==> src/rtl/mem_access_ctrl_pkg.sv <==
// Shared encodings and lane helpers for the M-stage data-memory access controller.
package mem_access_ctrl_pkg;

   typedef enum logic [1:0] {
      WIDTH_WORD = 2'd0,
      WIDTH_HALF = 2'd1,
      WIDTH_BYTE = 2'd2,
      WIDTH_RSVD = 2'd3
   } width_e;

   typedef enum logic [1:0] {
      IDLE = 2'd0,
      WAIT = 2'd1,
      DONE = 2'd2
   } state_e;

   // Reserved width is always rejected; bytes can never be misaligned.
   function automatic logic isMisaligned(input logic [1:0] width, input logic [1:0] addrLo);
      logic bad;
      case (width_e'(width))
         WIDTH_WORD: bad = (addrLo != 2'b00);
         WIDTH_HALF: bad = addrLo[0];
         WIDTH_BYTE: bad = 1'b0;
         default:    bad = 1'b1;
      endcase
      return bad;
   endfunction

   function automatic logic [3:0] byteEnables(input logic [1:0] width, input logic [1:0] addrLo);
      logic [3:0] be;
      case (width_e'(width))
         WIDTH_WORD: be = 4'b1111;
         WIDTH_HALF: be = addrLo[1] ? 4'b1100 : 4'b0011;
         WIDTH_BYTE: be = 4'b0001 << addrLo;
         default:    be = '0;
      endcase
      return be;
   endfunction

   // Store data is replicated into every lane so the byte enables alone pick the target.
   function automatic logic [31:0] laneData(input logic [1:0] width, input logic [31:0] wdata);
      logic [31:0] d;
      case (width_e'(width))
         WIDTH_HALF: d = {2{wdata[15:0]}};
         WIDTH_BYTE: d = {4{wdata[7:0]}};
         default:    d = wdata;
      endcase
      return d;
   endfunction

endpackage

==> src/rtl/mem_access_ctrl_load_ext.sv <==
// Load lane select and sign/zero extension of a memory read word.
module load_ext
   import mem_access_ctrl_pkg::*;
(
   input  logic [31:0] rdata,
   input  logic [1:0]  addr,
   input  logic [1:0]  op_width,
   input  logic        load_signed,
   output logic [31:0] data
);

   logic [7:0]  laneByte;
   logic [15:0] laneHalf;

   // Pick the addressed lane and extend it to a full word.
   always_comb begin
      case (addr)
         2'd0:    laneByte = rdata[7:0];
         2'd1:    laneByte = rdata[15:8];
         2'd2:    laneByte = rdata[23:16];
         default: laneByte = rdata[31:24];
      endcase
      laneHalf = addr[1] ? rdata[31:16] : rdata[15:0];
      case (width_e'(op_width))
         WIDTH_BYTE: data = {{24{load_signed & laneByte[7]}}, laneByte};
         WIDTH_HALF: data = {{16{load_signed & laneHalf[15]}}, laneHalf};
         default:    data = rdata;
      endcase
   end

endmodule

==> src/rtl/mem_access_ctrl.sv <==
// M-stage data-memory access controller: issues one registered request per
// aligned load/store, stalls the pipeline until mem_ack, returns extended load data.
// Optional macro MEM_TIMEOUT_EN adds a WAIT-cycle timeout that aborts with bus_err.
module mem_access_ctrl
   import mem_access_ctrl_pkg::*;
#(
   parameter int unsigned TIMEOUT_CYCLES = 255
)
(
   input  logic        clk,
   input  logic        reset,
   input  logic        req_valid,
   input  logic        mem_write,
   input  logic [1:0]  op_width,
   input  logic        load_signed,
   input  logic [31:0] addr,
   input  logic [31:0] wdata,
   output logic        mem_req,
   output logic        mem_we,
   output logic [31:0] mem_addr,
   output logic [3:0]  mem_be,
   output logic [31:0] mem_wdata,
   input  logic        mem_ack,
   input  logic [31:0] mem_rdata,
   output logic        stall_m,
   output logic [31:0] rdata_out,
   output logic        rdata_valid,
   output logic        addr_err,
   output logic        bus_err
);

   state_e      state;
   state_e      stateNext;
   logic        misaligned;
   logic        issue;
   logic        complete;
   logic        abort;
   logic [1:0]  accWidth;
   logic [1:0]  accAddrLo;
   logic        accSigned;
   logic [31:0] loadData;

`ifdef MEM_TIMEOUT_EN
   localparam int unsigned CntW = $clog2(TIMEOUT_CYCLES + 1);
   logic [CntW-1:0] waitCnt;
`endif

   // State register.
   always_ff @(posedge clk) begin
      if (!reset) state <= IDLE;
      else        state <= stateNext;
   end

   // Next-state, pipeline stall and address-error decode.
   always_comb begin
      misaligned = isMisaligned(op_width, addr[1:0]);
      stateNext  = state;
      stall_m    = 1'b0;
      addr_err   = 1'b0;
      issue      = 1'b0;
      complete   = 1'b0;
      abort      = 1'b0;
      case (state)
         IDLE: begin
            if (req_valid) begin
               if (misaligned) begin
                  addr_err = 1'b1;
               end else begin
                  issue     = 1'b1;
                  stall_m   = 1'b1;
                  stateNext = WAIT;
               end
            end
         end
         WAIT: begin
            stall_m = 1'b1;
            if (mem_ack) begin
               complete  = 1'b1;
               stateNext = DONE;
            end else begin
`ifdef MEM_TIMEOUT_EN
               abort = (waitCnt == CntW'(TIMEOUT_CYCLES - 1));
`endif
               if (abort) stateNext = DONE;
            end
         end
         DONE:    stateNext = IDLE;
         default: stateNext = IDLE;
      endcase
   end

   // Memory request registers and load result capture.
   always_ff @(posedge clk) begin
      if (!reset) begin
         mem_req     <= 1'b0;
         mem_we      <= 1'b0;
         mem_addr    <= '0;
         mem_be      <= '0;
         mem_wdata   <= '0;
         rdata_out   <= '0;
         rdata_valid <= 1'b0;
         accWidth    <= '0;
         accAddrLo   <= '0;
         accSigned   <= 1'b0;
      end else begin
         rdata_valid <= 1'b0;
         if (issue) begin
            mem_req   <= 1'b1;
            mem_we    <= mem_write;
            mem_addr  <= {addr[31:2], 2'b00};
            mem_be    <= byteEnables(op_width, addr[1:0]);
            mem_wdata <= laneData(op_width, wdata);
            accWidth  <= op_width;
            accAddrLo <= addr[1:0];
            accSigned <= load_signed;
         end else if (complete) begin
            mem_req <= 1'b0;
            if (!mem_we) begin
               rdata_out   <= loadData;
               rdata_valid <= 1'b1;
            end
         end else if (abort) begin
            mem_req   <= 1'b0;
            rdata_out <= '0;
         end
      end
   end

`ifdef MEM_TIMEOUT_EN
   // WAIT-cycle counter; bus_err marks the DONE cycle that follows an abort.
   always_ff @(posedge clk) begin
      if (!reset) begin
         waitCnt <= '0;
         bus_err <= 1'b0;
      end else begin
         bus_err <= abort;
         if ((state == WAIT) && !mem_ack && !abort) waitCnt <= waitCnt + 1'b1;
         else                                       waitCnt <= '0;
      end
   end
`else
   assign bus_err = 1'b0;
`endif

   load_ext uLoadExt (
      .rdata       (mem_rdata),
      .addr        (accAddrLo),
      .op_width    (accWidth),
      .load_signed (accSigned),
      .data        (loadData)
   );

endmodule
==> config.mk <==
export PLATFORM = sky130hd
export DESIGN_NAME = mem_access_ctrl
export DESIGN_NICKNAME = d
export VERILOG_FILES = /design/src/rtl/mem_access_ctrl_pkg.sv /design/src/rtl/mem_access_ctrl_load_ext.sv /design/src/rtl/mem_access_ctrl.sv
export SDC_FILE = /design/constraint.sdc
export NUM_CORES = 1
export LEC_CHECK = 0
export ABC_AREA = 0
export CAP_MARGIN = 25
export CORE_ASPECT_RATIO = 0.5
export CORE_MARGIN = 1
export CORE_UTILIZATION = 42
export DETAILED_ROUTE_END_ITERATION = 8
export HOLD_SLACK_MARGIN = 0.06
export MAX_ROUTING_LAYER = met4
export PLACE_DENSITY = 0.79
export SKIP_CTS_REPAIR_TIMING = 1
export SLEW_MARGIN = 0
export SYNTH_ARGS = -nofsm -noshare
export SYNTH_HDL_FRONTEND = slang
export SYNTH_SLANG_ARGS = --single-unit
==> constraint.sdc <==
create_clock -name clk -period 6.5 [get_ports clk]
set_clock_uncertainty 0.2 [all_clocks]
set_input_delay 1.3 -clock clk [delete_from_list [all_inputs] [get_ports clk]]
set_output_delay 1.3 -clock clk [all_outputs]
set_load 0.005 [all_outputs]
# ---- Word-level counts from Yosys, hierarchy flattened
# Index checks and enable logic that the tools add are counted.
dict set report op_classes {
  n_reduce_logical 8
  n_eq_ne 10
  n_mux 23
  bitwise 6
  shift 1
}
# operator count
set op_table {}
lappend op_table {{$pmux 32 s2} 2}
lappend op_table {{$pmux 8 s3} 1}
lappend op_table {{$mux 16} 1}
lappend op_table {{$pmux 4 s3} 1}
lappend op_table {{$mux 1} 11}
lappend op_table {{$eq 2x1->1 const B} 4}
lappend op_table {{$eq 2x2->1 const B} 3}
lappend op_table {{$logic_not 2->1} 3}
lappend op_table {{$mux 2} 3}
lappend op_table {{$ne 2x2->1 const B} 3}
lappend op_table {{$reduce_and 3->1} 2}
lappend op_table {{$mux 4} 1}
lappend op_table {{$not 1->1} 4}
lappend op_table {{$pmux 2 s2} 1}
lappend op_table {{$reduce_bool 2->1} 2}
lappend op_table {{$shl 1x2->4 const A} 1}
lappend op_table {{$pmux 1 s3} 1}
lappend op_table {{$reduce_or 3->1} 1}
lappend op_table {{$and 1x1->1} 2}
lappend op_table {{$pmux 1 s2} 1}
dict set report word_totals {
  inputBits 104
  out_inout_bits 106
  wordCells 59
  regBits 108
}

# ---- Longest topological paths before layout
# Gate-level depths: netlist of run 1.
dict set report logic_depth {
  word_depth 7
  ltp_mapped 8
  mapped_depth_nobuf 6
}

# ---- By module
# Synthesis of run 1 repeated with hierarchy kept, for this count alone.
dict set report unflattened {
  hier_cells 637
  hier_area_um2 4938.5
}
# module instances cells_each seq_area_each_um2 area_per_inst_um2
set modules_own_cells {}
lappend modules_own_cells {mem_access_ctrl 1 525 2162.1 4195.3}
lappend modules_own_cells {load_ext 1 112 0.0 743.2}

# ---- Worst setup path after synthesis of run 1
# No wires, ideal clock.
dict set report synth_path {
  path_kind {in2out}
  start {input port op_width[0]}
  end {output port stall_m}
  path_stages 6
  arrival_time_ns 2.250
  slack_ns 2.750
  required_time_ns 5.000
  n_path_buf 0
  path_cell_list {inv_1 > ha_1 > or2_2 > a21oi_1 > a21oi_1 > nor2_1}
}
dict set report synth_between {
  elab_chain_cells 5
  elab_cells_between_ends 7
  classes_between {eq/ne (2); mux (4); reduce/logical (1)}
}
# element line_no
set synth_lines {}
lappend synth_lines {{from (decl)} mem_access_ctrl.sv:14} ;# input logic [1:0] op_width,
lappend synth_lines {{$eq 2x2->1 (tied with other cells)} mem_access_ctrl_pkg.sv:20} ;# case (width_e'(width))
lappend synth_lines {{$pmux 1 s3 *} mem_access_ctrl_pkg.sv:20}
lappend synth_lines {{$mux 1 *} mem_access_ctrl.sv:66} ;# if (misaligned) begin
lappend synth_lines {{$mux 1 *} mem_access_ctrl.sv:65} ;# if (req_valid) begin
lappend synth_lines {{$pmux 1 s2 *} mem_access_ctrl.sv:63} ;# case (state)
lappend synth_lines {{to (decl)} mem_access_ctrl.sv:25} ;# output logic stall_m,
# Every way passes the cells marked *; elsewhere a longest branch is shown, timed or not.

# ---- Final worst setup path of run 1
dict set report layout_path {
  start {input port op_width[1]}
  end {output port stall_m}
}
# The elaborated chain is that of the path after synthesis.

==> metrics, run 1 <==
status completed; vias per cell 5.375; number of flops mapped to enable cells by yosys 0; Initial Util around 44%; clock power share between 30% and 40%; clk_lat worst skew 340 ps; Post-synth top flop dfxtp_1; post-DP HPWL 10,390 µm; largest net degree at the start of global routing 87; area occupied by multi-input gates 2517 µm²; fmax 196.0 MHz; CTS tree done; worst-margin pin slew 855.1 ps; TNS Setup 0 ps; post-synth cell types 44; core area 11,220 µm²; CP startpoint kind input pin; # DRC 0; DR pass1 iterations 5; die width approximately 160 µm; CTS Buf Count 9; clock-pin slew on the worst setup and hold paths approximately 60 ps; Chip Height 78.72 µm; commonest non-fill, non-tap cell in the layout clkdlybuf4s50_1; Synth async-reset ratio 0%; count of antenna-violating nets left after detailed routing 0; most frequent cells in the layout clkdlybuf4s50_1, dfxtp_1, nand3_1, nand2_1, o21ai_0; io pins 210; Max VDD drop around 0.00012 V; cell area after layout 7317 µm²; final WL 15,210 µm; CP endpoint kind primary output; Hold Crit Class reg -> reg; Clock Tree Buf Depth 2; Crit path arrival time 3600 ps; switching share of power 25.25%; vias in the first global route roughly 4,700; CTS Sinks 108; Layout area overhead 48.01%; DRT iter0 DRCs 336; CP Class in -> out; # port buffers approximately 200; Root Driver clkbuf_16; R2R Path Start accAddrLo[1]; unrepaired setup endpoints after global routing no; Hold Crit Depth 2; gr usage total 25.03%; CP cell instances clkdlybuf4s50_1 > inv_1 > ha_1 > or2_2 > a21oi_1 > a21oi_1 > nor2_1 > clkdlybuf4s50_1; register area 2162 µm²; Reg power frac 44.5%; HP Start mem_wdata[0]; Switch Pwr 412.7 µW; WP data required approximately 5000 ps; Slew HR a little over two fifths; Avg Cell Area, Syn 8.117 µm²; Clock H-tree levels 3; # diodes 0; final setup violation count 0; Hold EP mem_wdata[0]; initial antenna violation count 0; row count 27; static leakage about 3 nW; fillers 972; CP max-delay cell clkdlybuf4s50_1; Syn. warnings 0; Final min period just over 5000 ps; Comb power frac 19.4%; Cell Pwr Density 223.3 nW/µm²; RD Place Congestion around 0.82; Final Power between 1.5 and 2 mW; maxcap violations 0; layout cells sized above 1 4.621%; Tcrit/Tclk final approximately four fifths; wire length per cell 16.21 µm; cell area after synthesis 4943 µm²; Int Pwr 1.221 mW; worst reg2reg setup slack 3850 ps; register area share after synthesis 43.74%; number of synthesized register bits 108; Mapped Cells 609; detailed-route via count 5,042; first-pass GRT wire length 23,810 µm; slowest stage delay, CP 530 ps; crit-path max FO 13; Layout Nets a little under 900; worst r2r path cells 3; full die area 12,230 µm²; RR Endpoint rdata_out[14]; Placement Cell Area roughly 7000 µm²; Final Slew Violations 0; Fin. Hold Viols 0; GRT overflow 0
==> metrics by stage <==
stage	worst slack, ps	hold slack (ps)	utilization (%)	std cells
after floorplan	2750	245.8	-	611
after global placement	1511	235.6	62.39	922
after detailed placement	1418	240.0	62.39	922
after CTS	1400	250.6	65.24	938
after global routing	1216	271.0	65.24	938
final	1398	248.1	65.24	938
==> area by class of cell <==
class / instances / share of cell area [%]
multi-input cells: 438 / 34.40
flip-flops and latches: 108 / 29.55
repair buffers: 211 / 28.66
clock buffers: 12 / 3.369
well taps: 159 / 2.719
clock inverters: 4 / 0.9918
inverters: 6 / 0.3078
==> logic make-up after synthesis <==
family	count (synthesis)	synth area share, %
other cells	1	0.07586
simple gates	302	30.32
fa+ha+maj	6	1.519
flops	108	43.74
mux	11	2.658
buf+inv	65	5.518
compound gates	116	16.17
==> critical path, delay by kind of cell <==
kind            cells  cell delay (ps)
compound gates      2              320
fa+ha+maj           1              360
simple gates        2              510
buf+inv             3             1110
==> cell usage after synthesis (14+ instances only) <==
| cell type | instances | share of area [%] |
|---|---|---|
| or3_1 | 15 | 1.9 |
| nand2_1 | 84 | 6.4 |
| and3_1 | 18 | 2.3 |
| and2_1 | 16 | 2.0 |
| dfxtp_1 | 108 | 44 |
| clkbuf_1 | 39 | 3.0 |
| o21ai_0 | 32 | 3.2 |
| nor2_1 | 29 | 2.2 |
| nor2b_1 | 14 | 1.8 |
| a21oi_1 | 14 | 1.4 |
| o31ai_1 | 16 | 2.4 |
| nand3_1 | 107 | 11 |
==> worst max path at each step <==
stage,startpoint,endpoint,cells past startpoint
CTS,op_width[1],stall_m,8
finish,op_width[1],stall_m,8
global route,op_width[1],stall_m,8
floorplan,op_width[0],stall_m,6
detailed placement,op_width[1],stall_m,8
global placement,op_width[1],stall_m,8
==> flip-flops by register name (all words and copies together), names as in the netlist <==
signal / flops
mem_we: 1
mem_req: 1
mem_wdata: 32
rdata_valid: 1
rdata_out: 32
state: 2
accWidth: 2
mem_be: 4
mem_addr: 30
accAddrLo: 2
accSigned: 1
==> per-layer routing <==
metal | vias to the layer above | global-route usage (%) | routed length, µm
li1 | 2476 | - | -
met1 | 2367 | 31.11 | 6732
met2 | 180 | 42.29 | 7360
met3 | 19 | 4.749 | 912
met4 | 0 | 6.275 | 204
met5 | - | - | 0
==> power groups by stage <==
stage	Sequential (mW)	Clock [mW]	Combinational [mW]
floorplan	0.740	0	0.141
global placement	0.741	0	0.310
detailed placement	0.742	0	0.314
CTS	0.728	0.601	0.316
global route	0.733	0.626	0.343
finish	0.727	0.590	0.316
No activity file was read; power rests on OpenSTA's default activity.
==> inputs of run 2 (changes only) <==
- clock period: 6.5 -> 5 ns (I/O delays scaled with it)
==> metrics, run 2 (same netlist as run 1, synthesis figures left out) <==
layout cells sized above 1 4.994% (was 4.621%); register area 2162 µm² (unchanged); Clock H-tree levels 3 (unchanged); WP data required 3800 ps (was 5000 ps); Cell Pwr Density 284.4 nW/µm² (was 223.3 nW/µm²); maxcap violations 0 (unchanged); GRT overflow 0 (unchanged); static leakage 2.969 nW (was 2.963 nW); Placement Cell Area 7013 µm² (was 6998 µm²); unrepaired setup endpoints after global routing no (unchanged); full die area 12,230 µm² (unchanged); detailed-route via count 5,053 (was 5,042); area occupied by multi-input gates 2517 µm² (unchanged); CTS Buf Count 9 (unchanged); fillers 988 (was 972); cell count after placement 924 (was 922); CTS Sinks 108 (unchanged); largest net degree at the start of global routing 58 (was 87); pre-CTS setup slack 702.6 ps (was 1418 ps); Layout area overhead 48.01% (unchanged); Layout Nets 886 (was 884); biggest regs mem_wdata (32), rdata_out (32), mem_addr (30) (unchanged); Tcrit/Tclk final 85.85%; commonest non-fill, non-tap cell in the layout clkdlybuf4s50_1 (unchanged); row count 27 (unchanged); Final Slew Violations 0 (unchanged); Clock Tree Buf Depth 2 (unchanged); RD Place Congestion 0.8184 (was 0.8200); Hold Crit Class reg -> reg (unchanged); # port buffers 206 (unchanged); vias in the first global route 4,625 (was 4,707); final setup margin 707.4 ps (was 1398 ps); worst setup path start op_width[0] (was op_width[1]); fmax between 200 and 250 MHz; Final Power 2.081 mW (was 1.634 mW); count of antenna-violating nets left after detailed routing 0 (unchanged); crit-path max FO 6 (was 13); CP endpoint kind primary output (unchanged); worst-margin pin slew 898.1 ps (was 855.1 ps); Crit path arrival time 3090 ps (was 3600 ps); # DRC 0 (unchanged); initial antenna violation count 0 (unchanged); wire length per cell 15.92 µm (was 16.21 µm); worst reg2reg setup slack 2370 ps (was 3850 ps); final setup violation count 0 (unchanged); io pins 210 (unchanged); # diodes 0 (unchanged); Chip Height 78.72 µm (unchanged); clock-pin slew on the worst setup and hold paths 60 ps (about the same); post-DP HPWL 10,480 µm (was 10,390 µm); gr usage total 25.03% (about the same); RR Endpoint rdata_out[15] (was rdata_out[14]); CP startpoint kind input pin (unchanged); status completed (unchanged); Fin. Hold Viols 0 (unchanged); most frequent cells in the layout clkdlybuf4s50_1, dfxtp_1, nand3_1, nand2_1, o21ai_0 (unchanged); Setup crit end stall_m (unchanged); cell area after layout 7317 µm² (unchanged); Initial Util 44.08% (unchanged); Root Driver clkbuf_16 (unchanged); CP Class in -> out (unchanged); DRT iter0 DRCs 293 (was 336); first-pass GRT wire length 23,760 µm (was 23,810 µm); Slew HR 40.12% (was 42.91%); clk_lat worst skew 340 ps (about the same); DR pass1 iterations 5 (unchanged); Max VDD drop 0.0001705 V (was 0.0001198 V); final core occ 65.24% (unchanged); final WL 14,970 µm (was 15,210 µm); Final min period ~4300 ps; vias per cell 5.376 (was 5.375); worst r2r path cells 3 (unchanged); Post-Layout Cell Count 940 (was 938); hold_ws 246.7 ps (was 248.1 ps); core area 11,220 µm² (unchanged); TNS Setup 0 ps (unchanged); CTS tree done (unchanged); die width 155.4 µm (unchanged); R2R Path Start accAddrLo[1] (unchanged)
[run 2: cell types whose count changed in the layout (fill, tap and decap cells not counted)]
cell / change
clkbuf_1: -1
clkinv_2: +1
buf_4: +2
clkbuf_8: +1
bufinv_16: -1
[run 2: routing by layer]
metal  up-vias  GRT usage [%]  part of all wire (%)
li1       2479              -                     -
met1      2391          31.14                    44
met2       162          41.48                    49
met3        21          5.568                   5.7
met4         0          6.471                   1.5
met5         -              -                     0
[run 2: worst min path at each step]
stage                     slack, ps    startpoint           end  cells past startpoint
final                           250  mem_addr[30]  mem_addr[30]                      2
after global routing            260  mem_addr[30]  mem_addr[30]                      2
after CTS                       250  mem_addr[30]  mem_addr[30]                      2
after detailed placement        240  mem_addr[20]  mem_addr[20]                      2
after global placement          240  mem_addr[15]  mem_addr[15]                      2
after floorplan                 250  mem_addr[10]  mem_addr[10]                      2
[run 2: final cells by class]
type	instances	share of cell area, %
Clock buffer	12	3.505
Clock inverter	4	0.6498
Inverter	6	0.3078
Multi-Input combinational cell	438	34.40
Sequential cell	108	29.55
Tap cell	159	2.719
Timing Repair Buffer	213	28.86
[run 2: critical path, stage by stage]
cell and delay, ps:
clkdlybuf4s50_1 530, inv_1 80, ha_1 260, or2_2 340, a21oi_1 210, a21oi_1 90
nor2_1 80, clkdlybuf4s50_1 500
[run 2: power by group]
| part | internal, mW | switching (mW) | total (mW) |
|---|---|---|---|
| sequential | 0.913 | 0.0328 | 0.945 |
| combinational | 0.224 | 0.188 | 0.412 |
| clock | 0.415 | 0.309 | 0.723 |
| total | 1.55 | 0.529 | 2.08 |
==> inputs of run 3 (changes only) <==
- GPL_TIMING_DRIVEN: unset -> 0
==> metrics, run 3 (same netlist as run 1, synthesis figures left out) <==
status completed (unchanged); vias in the first global route 4,933 (was 4,625); final WL 16,860 µm (was 14,970 µm); CTS tree done (unchanged); Final min period 4395 ps (was 4293 ps); clock-pin slew on the worst setup and hold paths 70 ps (was 60 ps); Clock H-tree levels 3 (unchanged); # diodes 0 (unchanged); CP startpoint kind input pin (unchanged); core area 11,220 µm² (unchanged); DR pass1 iterations 5 (unchanged); Comb power frac 21.7% (was 19.8%); Reg power frac 45.8% (was 45.4%); commonest non-fill, non-tap cell in the layout clkdlybuf4s50_1 (unchanged); Slew HR 59.21% (was 40.12%); static leakage 3.031 nW (was 2.969 nW); CP endpoint kind primary output (unchanged); GRT overflow 0 (unchanged); Cell Pwr Density 275.2 nW/µm² (was 284.4 nW/µm²); CTS Sinks 108 (unchanged); DRT iter0 DRCs 321 (was 293); vias per cell 5.411 (was 5.376); worst reg2reg setup slack 2720 ps (was 2370 ps); switching share of power 27.23% (was 25.45%); detailed-route via count 5,362 (was 5,053); initial antenna violation count 0 (unchanged); Chip Height 78.72 µm (unchanged); final setup margin 605.4 ps (was 707.4 ps); Layout Nets 937 (was 886); crit-path max FO 6 (unchanged); HP Start mem_wdata[5] (was mem_addr[30]); RD Place Congestion 0.9004 (was 0.8184); TNS Setup 0 ps (unchanged); Initial Util 44.08% (unchanged); CTS Buf Count 9 (unchanged); Fin. Hold Viols 0 (unchanged); layout cells sized above 1 5.288% (was 4.994%); Layout area overhead 51.18% (was 48.01%); row count 27 (unchanged); gr usage total 27.90% (was 25.03%); post-DP HPWL 12,660 µm (was 10,480 µm); R2R Path Start accWidth[0] (was accAddrLo[1]); Crit path arrival time 3190 ps (was 3090 ps); Max VDD drop 0.0001840 V (was 0.0001705 V); Root Driver clkbuf_16 (unchanged); Tcrit/Tclk final 87.89% (was 85.85%); io pins 210 (unchanged); hold_ws 247.7 ps (was 246.7 ps); Int Pwr 1.497 mW (was 1.551 mW); Final Slew Violations 0 (unchanged); pre-CTS setup slack 636.3 ps (was 702.6 ps); Hold EP mem_wdata[5] (was mem_addr[30]); Switch Pwr 560.0 µW (was 529.4 µW); maxcap violations 0 (unchanged); wire length per cell 17.01 µm (was 15.92 µm); worst r2r path cells 7 (was 3); Post-Layout Cell Count 991 (was 940); RR Endpoint rdata_out[21] (was rdata_out[15]); die width 155.4 µm (unchanged); unrepaired setup endpoints after global routing no (unchanged); # port buffers 205 (was 206); Hold Crit Depth 2 (unchanged); final setup violation count 0 (unchanged); worst-margin pin slew 611.9 ps (was 898.1 ps); biggest regs mem_wdata (32), rdata_out (32), mem_addr (30) (unchanged); # DRC 0 (unchanged); cell count after placement 975 (was 924); first-pass GRT wire length 25,760 µm (was 23,760 µm); count of antenna-violating nets left after detailed routing 0 (unchanged); CP Class in -> out (unchanged); most frequent cells in the layout clkdlybuf4s50_1, dfxtp_1, nand3_1, nand2_1, clkbuf_1 (was clkdlybuf4s50_1, dfxtp_1, nand3_1, nand2_1, o21ai_0); clk_lat worst skew 340 ps (about the same); Hold Crit Class reg -> reg (unchanged); WP data required 3800 ps (about the same); fmax 227.5 MHz (was 233.0 MHz); largest net degree at the start of global routing 17 (was 58); full die area 12,230 µm² (unchanged); Clock Tree Buf Depth 2 (unchanged); clock power share 32.6% (was 34.8%)
-- run 3: cell count changes in the layout (fill, tap and decap cells not counted), sizes merged --
cell	change
buf	+11
bufinv	-1
clkbuf	+40
clkinvlp	+1
-- run 3: worst max-delay path by stage --
stage	start	endpoint	slack (ps)	cells after the start
2_1_floorplan	op_width[0]	stall_m	1850	6
3_3_place_gp	op_width[0]	stall_m	650	8
3_5_place_dp	op_width[0]	stall_m	640	8
4_1_cts	op_width[0]	stall_m	630	8
5_1_grt	op_width[0]	stall_m	500	8
6_report	op_width[0]	stall_m	610	8
-- run 3: layer usage --
layer	part of all wire, %	wire length, µm	vias to the layer above	global-route usage, %
met2	46	7706	257	44.44
met1	44	7404	2503	36.39
met4	1.7	285	0	8.039
met5	0	0	-	-
li1	-	-	2582	-
met3	8.7	1459	20	5.240
-- run 3: final cells by class --
cell class / instances / area (µm²)
clock buffer: 12 / 246.5
tap: 159 / 198.9
multi-input combinational: 438 / 2516
inverter: 6 / 22.52
sequential: 108 / 2162
timing repair buffer: 205 / 2052
clock inverter: 4 / 25.02
buffer: 59 / 250.2
fill: 944 / 3742
-- run 3: through the flow --
stage	power [mW]	util [%]	area, µm²
floorplan	1.145	-	4951
CTS	2.058	66.63	7473
detailed placement	1.399	64.21	7202
global placement	1.392	64.21	7202
finish	2.057	66.63	7473
global route	2.136	66.63	7473
-- run 3: worst max-delay path: stages --
cell and delay [ps]:
clkdlybuf4s50_1 550, inv_1 90, ha_1 260, or2_2 340, a21oi_1 200, a21oi_1 90, nor2_1 140, clkdlybuf4s50_1 520
-- run 3: power by group through the flow --
stage	registers [mW]	logic, mW	clock network (mW)
6_report	0.941	0.445	0.670
3_3_place_gp	0.960	0.433	0
2_1_floorplan	0.961	0.184	0
3_5_place_dp	0.961	0.438	0
4_1_cts	0.941	0.441	0.675
5_1_grt	0.947	0.479	0.710
